### src/rtl/oled_spi_sequencer_if.sv
// Groups the control, init-ROM, byte-stream and OLED pin signals of oled_spi_sequencer.
// The master modport is the sequencer side; slave is its environment (user logic, ROM, panel).
interface oled_spi_sequencer_if #(
    parameter int ROM_AW = 5
);
    logic              start;
    logic [ROM_AW-1:0] rom_addr;
    logic [8:0]        rom_data;
    logic              tx_valid;
    logic              tx_ready;
    logic [7:0]        tx_data;
    logic              tx_dc;
    logic              busy;
    logic              init_done;
    logic              RESb;
    logic              DCb;
    logic              OLED_CSb;
    logic              OLED_SCK;
    logic              OLED_SDOUT;

    modport master (
        input  start, rom_data, tx_valid, tx_data, tx_dc,
        output rom_addr, tx_ready, busy, init_done,
        output RESb, DCb, OLED_CSb, OLED_SCK, OLED_SDOUT
    );

    modport slave (
        output start, rom_data, tx_valid, tx_data, tx_dc,
        input  rom_addr, tx_ready, busy, init_done,
        input  RESb, DCb, OLED_CSb, OLED_SCK, OLED_SDOUT
    );
endinterface

### src/rtl/oled_spi_sequencer.sv
// OLED SPI master: power-up reset sequencing, init list streaming from a registered ROM,
// then a valid/ready byte port. SPI mode 3, MSB first; every output is a register.
module oled_spi_sequencer #(
    parameter int CLK_DIV         = 4,
    parameter int RES_LOW_CYCLES  = 1000,
    parameter int RES_WAIT_CYCLES = 1000,
    parameter int INIT_LEN        = 16,
    parameter int ROM_AW          = 5
) (
    input logic                  CLK,
    input logic                  RST,
    oled_spi_sequencer_if.master bus
);
    typedef enum logic [2:0] {
        IDLE, RES_LOW, RES_WAIT, ROM_FETCH, ROM_WAIT, SHIFT, GAP, READY
    } state_t;

    localparam int ResMax = (RES_LOW_CYCLES > RES_WAIT_CYCLES) ? RES_LOW_CYCLES : RES_WAIT_CYCLES;
    localparam int CntMax = (ResMax > CLK_DIV) ? ResMax : CLK_DIV;
    localparam int CW     = $clog2(CntMax + 1);
    localparam int LastIdx = (INIT_LEN > 0) ? INIT_LEN - 1 : 0;

    localparam logic [CW-1:0]     ResLowLast  = CW'(RES_LOW_CYCLES - 1);
    localparam logic [CW-1:0]     ResWaitLast = CW'(RES_WAIT_CYCLES - 1);
    localparam logic [CW-1:0]     DivLast     = CW'(CLK_DIV - 1);
    localparam logic [ROM_AW-1:0] LastAddr    = ROM_AW'(LastIdx);

    state_t            state_q, state_d;
    logic [CW-1:0]     cnt_q, cnt_d;
    logic [2:0]        bit_cnt_q, bit_cnt_d;
    logic [7:0]        shift_q, shift_d;
    logic [ROM_AW-1:0] rom_addr_q, rom_addr_d;
    logic              resb_q, resb_d;
    logic              dcb_q, dcb_d;
    logic              csb_q, csb_d;
    logic              sck_q, sck_d;
    logic              sdout_q, sdout_d;
    logic              tx_ready_q, tx_ready_d;
    logic              busy_q, busy_d;
    logic              init_done_q, init_done_d;

    always_ff @(posedge CLK) begin
        if (RST) begin
            state_q     <= IDLE;
            cnt_q       <= '0;
            bit_cnt_q   <= '0;
            shift_q     <= '0;
            rom_addr_q  <= '0;
            resb_q      <= 1'b1;
            dcb_q       <= 1'b0;
            csb_q       <= 1'b1;
            sck_q       <= 1'b1;
            sdout_q     <= 1'b1;
            tx_ready_q  <= 1'b0;
            busy_q      <= 1'b0;
            init_done_q <= 1'b0;
        end else begin
            state_q     <= state_d;
            cnt_q       <= cnt_d;
            bit_cnt_q   <= bit_cnt_d;
            shift_q     <= shift_d;
            rom_addr_q  <= rom_addr_d;
            resb_q      <= resb_d;
            dcb_q       <= dcb_d;
            csb_q       <= csb_d;
            sck_q       <= sck_d;
            sdout_q     <= sdout_d;
            tx_ready_q  <= tx_ready_d;
            busy_q      <= busy_d;
            init_done_q <= init_done_d;
        end
    end

    // init_done doubles as the phase flag: low while streaming the ROM list, high for user bytes.
    always_comb begin
        state_d     = state_q;
        cnt_d       = cnt_q;
        bit_cnt_d   = bit_cnt_q;
        shift_d     = shift_q;
        rom_addr_d  = rom_addr_q;
        resb_d      = resb_q;
        dcb_d       = dcb_q;
        csb_d       = csb_q;
        sck_d       = sck_q;
        sdout_d     = sdout_q;
        init_done_d = init_done_q;

        case (state_q)
            IDLE: begin
                if (bus.start) begin
                    state_d     = RES_LOW;
                    resb_d      = 1'b0;
                    init_done_d = 1'b0;
                    cnt_d       = '0;
                    rom_addr_d  = '0;
                end
            end
            READY: begin
                if (bus.start) begin
                    state_d     = RES_LOW;
                    resb_d      = 1'b0;
                    init_done_d = 1'b0;
                    cnt_d       = '0;
                    rom_addr_d  = '0;
                end else if (bus.tx_valid && tx_ready_q) begin
                    shift_d = bus.tx_data;
                    dcb_d   = bus.tx_dc;
                    state_d = SHIFT;
                end
            end
            RES_LOW: begin
                if (cnt_q == ResLowLast) begin
                    resb_d  = 1'b1;
                    cnt_d   = '0;
                    state_d = RES_WAIT;
                end else begin
                    cnt_d = cnt_q + CW'(1);
                end
            end
            RES_WAIT: begin
                if (cnt_q == ResWaitLast) begin
                    cnt_d = '0;
                    if (INIT_LEN == 0) begin
                        init_done_d = 1'b1;
                        state_d     = READY;
                    end else begin
                        rom_addr_d = '0;
                        state_d    = ROM_FETCH;
                    end
                end else begin
                    cnt_d = cnt_q + CW'(1);
                end
            end
            ROM_FETCH: begin
                state_d = ROM_WAIT;
            end
            ROM_WAIT: begin
                shift_d = bus.rom_data[7:0];
                dcb_d   = bus.rom_data[8];
                state_d = SHIFT;
            end
            SHIFT: begin
                // CSb still high marks the CS-assert cycle; it also lands the first falling SCK edge.
                if (csb_q) begin
                    csb_d     = 1'b0;
                    sck_d     = 1'b0;
                    sdout_d   = shift_q[7];
                    shift_d   = {shift_q[6:0], 1'b0};
                    cnt_d     = '0;
                    bit_cnt_d = '0;
                end else if (cnt_q != DivLast) begin
                    cnt_d = cnt_q + CW'(1);
                end else begin
                    cnt_d = '0;
                    if (!sck_q) begin
                        sck_d = 1'b1;
                    end else if (bit_cnt_q == 3'd7) begin
                        csb_d   = 1'b1;
                        sdout_d = 1'b1;
                        state_d = GAP;
                    end else begin
                        sck_d     = 1'b0;
                        sdout_d   = shift_q[7];
                        shift_d   = {shift_q[6:0], 1'b0};
                        bit_cnt_d = bit_cnt_q + 3'd1;
                    end
                end
            end
            GAP: begin
                if (cnt_q == DivLast) begin
                    cnt_d = '0;
                    if (init_done_q) begin
                        state_d = READY;
                    end else if (rom_addr_q != LastAddr) begin
                        rom_addr_d = rom_addr_q + ROM_AW'(1);
                        state_d    = ROM_FETCH;
                    end else begin
                        init_done_d = 1'b1;
                        state_d     = READY;
                    end
                end else begin
                    cnt_d = cnt_q + CW'(1);
                end
            end
            default: begin
                state_d = IDLE;
            end
        endcase

        busy_d     = (state_d != IDLE) && (state_d != READY);
        tx_ready_d = (state_d == READY);
    end

    assign bus.rom_addr   = rom_addr_q;
    assign bus.tx_ready   = tx_ready_q;
    assign bus.busy       = busy_q;
    assign bus.init_done  = init_done_q;
    assign bus.RESb       = resb_q;
    assign bus.DCb        = dcb_q;
    assign bus.OLED_CSb   = csb_q;
    assign bus.OLED_SCK   = sck_q;
    assign bus.OLED_SDOUT = sdout_q;
endmodule

### src/flat_wrapper.sv
// flat-port wrapper written by rule: the top's interface ports become plain ports
module oled_spi_sequencer_flat 
#(
    parameter int CLK_DIV         = 4,
    parameter int RES_LOW_CYCLES  = 1000,
    parameter int RES_WAIT_CYCLES = 1000,
    parameter int INIT_LEN        = 16,
    parameter int ROM_AW          = 5
)
  (CLK, RST, bus_start, bus_rom_data, bus_tx_valid, bus_tx_data, bus_tx_dc, bus_rom_addr, bus_tx_ready, bus_busy, bus_init_done, bus_RESb, bus_DCb, bus_OLED_CSb, bus_OLED_SCK, bus_OLED_SDOUT);
  oled_spi_sequencer_if #(.ROM_AW(ROM_AW)) bus_i ();
  input logic CLK;
  input logic RST;
  input wire logic [$bits(bus_i.start)-1:0] bus_start;
  input wire logic [$bits(bus_i.rom_data)-1:0] bus_rom_data;
  input wire logic [$bits(bus_i.tx_valid)-1:0] bus_tx_valid;
  input wire logic [$bits(bus_i.tx_data)-1:0] bus_tx_data;
  input wire logic [$bits(bus_i.tx_dc)-1:0] bus_tx_dc;
  output wire logic [$bits(bus_i.rom_addr)-1:0] bus_rom_addr;
  output wire logic [$bits(bus_i.tx_ready)-1:0] bus_tx_ready;
  output wire logic [$bits(bus_i.busy)-1:0] bus_busy;
  output wire logic [$bits(bus_i.init_done)-1:0] bus_init_done;
  output wire logic [$bits(bus_i.RESb)-1:0] bus_RESb;
  output wire logic [$bits(bus_i.DCb)-1:0] bus_DCb;
  output wire logic [$bits(bus_i.OLED_CSb)-1:0] bus_OLED_CSb;
  output wire logic [$bits(bus_i.OLED_SCK)-1:0] bus_OLED_SCK;
  output wire logic [$bits(bus_i.OLED_SDOUT)-1:0] bus_OLED_SDOUT;
  assign bus_i.start = bus_start;
  assign bus_i.rom_data = bus_rom_data;
  assign bus_i.tx_valid = bus_tx_valid;
  assign bus_i.tx_data = bus_tx_data;
  assign bus_i.tx_dc = bus_tx_dc;
  assign bus_rom_addr = bus_i.rom_addr;
  assign bus_tx_ready = bus_i.tx_ready;
  assign bus_busy = bus_i.busy;
  assign bus_init_done = bus_i.init_done;
  assign bus_RESb = bus_i.RESb;
  assign bus_DCb = bus_i.DCb;
  assign bus_OLED_CSb = bus_i.OLED_CSb;
  assign bus_OLED_SCK = bus_i.OLED_SCK;
  assign bus_OLED_SDOUT = bus_i.OLED_SDOUT;
  oled_spi_sequencer #(.CLK_DIV(CLK_DIV), .RES_LOW_CYCLES(RES_LOW_CYCLES), .RES_WAIT_CYCLES(RES_WAIT_CYCLES), .INIT_LEN(INIT_LEN), .ROM_AW(ROM_AW)) u_core (.CLK(CLK), .RST(RST), .bus(bus_i));
endmodule
### config.mk
export PLATFORM = sky130hd
export DESIGN_NAME = oled_spi_sequencer_flat
export DESIGN_NICKNAME = d
export VERILOG_FILES = /design/src/rtl/oled_spi_sequencer_if.sv /design/src/rtl/oled_spi_sequencer.sv /design/src/flat_wrapper.sv
export SDC_FILE = /design/constraint.sdc
export NUM_CORES = 1
export LEC_CHECK = 0
export CORE_MARGIN = 2
export CORE_UTILIZATION = 25
export CTS_BUF_LIST = sky130_fd_sc_hd__clkbuf_8
export DETAILED_ROUTE_END_ITERATION = 8
export GPL_ROUTABILITY_DRIVEN = 0
export GPL_TIMING_DRIVEN = 0
export HOLD_SLACK_MARGIN = 0.1
export PLACE_DENSITY = 0.46
export SYNTH_ARGS = -nofsm -noshare
export SYNTH_HDL_FRONTEND = slang
export SYNTH_SLANG_ARGS = --single-unit
### constraint.sdc
create_clock -name CLK -period 3 [get_ports CLK]
set_clock_uncertainty 0.2 [all_clocks]
set_input_delay 0.45 -clock CLK [delete_from_list [all_inputs] [get_ports CLK]]
set_output_delay 0.45 -clock CLK [all_outputs]
set_load 0.02 [all_outputs]
==> results.json, run 1 <==
{
  "synthArstFlopShare_pct": 0,
  "power_switching_mw": 0.258,
  "layout_min_cycle_time_ps": 2740,
  "design.core.area_um2": 8260,
  "via_density_per_instance": 4.89,
  "pin_count": 35,
  "worstPathRequired_ps": 2950,
  "clkLatencyLatePin_ps": 290,
  "routed_wirelength_um": 5770,
  "pin_count_of_the_biggest_net_entering_global_routing": 12,
  "worst-slew-pin-transition_ps": 769,
  "post_synth_edffs": 0,
  "drt-wirelength-per-cell_um": 14.0,
  "start_util_pct": 26.0,
  "power_switching_share_pct": 26.4,
  "pwr_density_cell_nw_per_um2": 361,
  "placed_area_um2": 2620,
  "slew_viol_final": 0,
  "power.combinational.fraction_pct": 14.0,
  "area.growth.synth_to_final_pct": 26.1,
  "hp-class": "reg -> reg",
  "synthDistinctLibCells": 51,
  "yosys_warnings": 0,
  "layout.core_utilization_pct": 32.8,
  "startpoint_of_the_most_critical_register_to_register_path": "u_core.cnt_q[0]$_SDFFE_PP0P_",
  "clkPwrFrac_pct": 34.6,
  "total_nets_after_synthesis": 293,
  "grtUsageTotal_pct": 12.9,
  "dp_hpwl_um": 4310,
  "via_count": 2021,
  "grt_overflow_total": 0,
  "final-hold-violation-count": 0,
  "synthFlopType": "sky130_fd_sc_hd__dfxtp_1",
  "grt_first_pass_wirelength_um": 9910,
  "startpoint_type": "register",
  "critPathLaunch": "u_core.cnt_q[0]$_SDFFE_PP0P_",
  "crit_arrival_ps": 2690,
  "setup_ws_ps": 265,
  "setup.worst_path.end_class": "register",
  "drt_first_pass_iters": 5,
  "drt_drc_violations_left": 0,
  "power.leakage_nw": 0.919,
  "dieHeight_um": 96.8,
  "number_of_core_rows": 33,
  "dieArea_um2": 9360,
  "cts.sink_count": 37,
  "status": "completed",
  "cts.reportedPaths.clkPinSlew_ps": 80,
  "rsz0062_at_grt": "no",
  "total_standard_cell_area_after_synthesis_um2": 2150,
  "detail-route-antenna-nets": 0,
  "ctsRootBufferMaster": "sky130_fd_sc_hd__clkbuf_8",
  "seq_power_share_pct": 51.5,
  "grt_pass1_vias": 2014,
  "dpl_worst_slack_ps": -80.8,
  "maxSlewHeadroom_pct": 48.4,
  "clock_tree_from_tritoncts": "built",
  "drt-initial-drc-count": 156,
  "drv_cap": 0,
  "worst_ir_drop_vdd_mv": 0.160,
  "syn_inst": 266,
  "ys_ff_latch": 37,
  "ws_path_type": "reg -> reg",
  "timing.critical_path.fanout_max": 9,
  "postSynthAreaPerCell_um2": 8.09,
  "hp-start": "u_core.bit_cnt_q[2]$_SDFFE_PP0P_",
  "cts_buffers": 5,
  "final-setup-viol-count": 0,
  "nets": 334,
  "cell_internal_pwr_mw": 0.720,
  "die_w_um": 96.8,
  "cts_post_setup_buffers_inserted": 0,
  "layout-drive-gt1-share_pct": 7.14,
  "n_diodes": 0,
  "cts_max_level": 2,
  "fmax_ghz": 0.366,
  "cts_max_path_buffers": 2,
  "yosysSeqAreaShare_pct": 34.4,
  "tns_ps": 0,
  "antenna_found_initial": 0,
  "finalInstanceArea_um2": 2710,
  "min_period_over_period_pct": 91.2,
  "io_buffers": 34
}
==> timing repair <==
item                                    4_1_cts  5_1_grt
hold buffers                                  0        0
endpoints found under the setup margin        0        2
resized for setup                             0        1
==> final timing paths <==
kind / to / slack, ps / depth (start not counted)
max: u_core.cnt_q[7]$_SDFFE_PP0P_ / 260 / 7
min: u_core.bit_cnt_q[2]$_SDFFE_PP0P_ / 270 / 2
max reg2reg: u_core.cnt_q[7]$_SDFFE_PP0P_ / 260 / 7
min reg2reg: u_core.bit_cnt_q[2]$_SDFFE_PP0P_ / 270 / 2
==> power groups by stage <==
stage	registers (mW)	clock network, mW	logic [mW]
finish	0.503	0.338	0.137
floorplan	0.517	0	0.0761
detailed placement	0.515	0	0.137
global placement	0.515	0	0.137
global route	0.504	0.385	0.152
CTS	0.503	0.359	0.137
==> synthesized netlist by cell type (2+ instances only) <==
library cell	count	area, um^2
sky130_fd_sc_hd__a31oi_1	3	18.8
sky130_fd_sc_hd__nand2_1	28	105
sky130_fd_sc_hd__nor4_1	8	50.1
sky130_fd_sc_hd__inv_1	5	18.8
sky130_fd_sc_hd__nand4_1	4	25.0
sky130_fd_sc_hd__dfxtp_1	37	741
sky130_fd_sc_hd__a2bb2oi_1	3	26.3
sky130_fd_sc_hd__nand3_1	12	60.1
sky130_fd_sc_hd__ha_1	5	62.6
sky130_fd_sc_hd__nor3b_1	5	37.5
sky130_fd_sc_hd__and3b_1	2	17.5
sky130_fd_sc_hd__o31ai_1	3	22.5
sky130_fd_sc_hd__buf_6	2	22.5
sky130_fd_sc_hd__a31o_1	2	17.5
sky130_fd_sc_hd__nand4b_1	2	17.5
sky130_fd_sc_hd__a211oi_1	2	15.0
sky130_fd_sc_hd__nor2b_1	2	12.5
sky130_fd_sc_hd__and2_1	2	12.5
sky130_fd_sc_hd__nand2b_1	7	43.8
sky130_fd_sc_hd__o21ai_1	11	55.1
sky130_fd_sc_hd__o21ai_0	10	50.1
sky130_fd_sc_hd__mux2i_1	21	210
sky130_fd_sc_hd__a311oi_1	2	17.5
sky130_fd_sc_hd__inv_2	2	7.51
sky130_fd_sc_hd__nor3_1	14	70.1
sky130_fd_sc_hd__and3_1	3	18.8
sky130_fd_sc_hd__buf_2	2	10.0
sky130_fd_sc_hd__clkbuf_1	11	41.3
sky130_fd_sc_hd__nor2_1	25	93.8
sky130_fd_sc_hd__a21oi_1	10	50.1
==> layer usage <==
metal	wire length (um)	track usage, %
met4	76	3.68
met3	230	2.75
met2	2530	19.0
met1	2940	19.0
met5	0	0
==> cell usage in the layout (no fill, tap or decap), drive strengths merged, types with 4 or more instances in the layout <==
| cell | count |
|---|---|
| nand2b | 7 |
| dfxtp | 37 |
| o21ai | 21 |
| a21oi | 10 |
| nand3 | 12 |
| buf | 5 |
| nand2 | 28 |
| clkbuf | 16 |
| clkdlybuf4s50 | 34 |
| mux2i | 21 |
| nor2 | 26 |
| nor4 | 9 |
| nand4 | 4 |
| nor3 | 15 |
| nor3b | 6 |
| inv | 8 |
| ha | 5 |
==> state kept, by name (all words and copies together) (netlist names), 3 cells and up <==
| name | flops |
|---|---|
| u_core.cnt_q | 10 |
| u_core.shift_q | 8 |
| u_core.bus.rom_addr | 5 |
| u_core.bit_cnt_q | 3 |
| u_core.state_q | 3 |
==> metrics by stage <==
| step | hold slack (ps) | total power, mW | std cells |
|---|---|---|---|
| after floorplan | 236 | 0.593 | 266 |
| after global placement | 254 | 0.652 | 405 |
| final | 270 | 0.978 | 413 |
| after CTS | 271 | 0.999 | 413 |
| after detailed placement | 257 | 0.651 | 405 |
| after global routing | 309 | 1.04 | 413 |
==> cell families after synthesis <==
| family | synth area share [%] |
|---|---|
| adder cells (fa/ha/maj) | 2.91 |
| buffers and inverters | 4.83 |
| flip-flops | 34.4 |
| multiplexers | 9.77 |
| AND/OR/NAND/NOR | 31.2 |
| AO/OA/AOI/OAI | 16.9 |
==> worst max-delay path, cell delays in order, from the launching register on <==
cell and delay [ps]:
sky130_fd_sc_hd__dfxtp_1 370, sky130_fd_sc_hd__ha_1 240, sky130_fd_sc_hd__or3b_1 380, sky130_fd_sc_hd__buf_6 150
sky130_fd_sc_hd__nor3_4 370, sky130_fd_sc_hd__nor3_1 230, sky130_fd_sc_hd__nor3b_2 520, sky130_fd_sc_hd__nor3_1 130
==> layout make-up <==
cell class,count,area (um^2)
fill,917,5550
multi-input combinational,206,1310
sequential,37,741
timing repair buffer,34,340
tap,105,131
buffer,16,77.6
clock buffer,5,68.8
inverter,7,26.3
clock inverter,3,13.8
Note: power is estimated with default switching activity, not from simulation.
==> run 2: changes to the inputs <==
Settings changed: ABC_CLOCK_PERIOD_IN_PS set to 3000.
==> results of run 2 <==
Same layout as run 1: the final DEF is identical, and so are final timing and power.
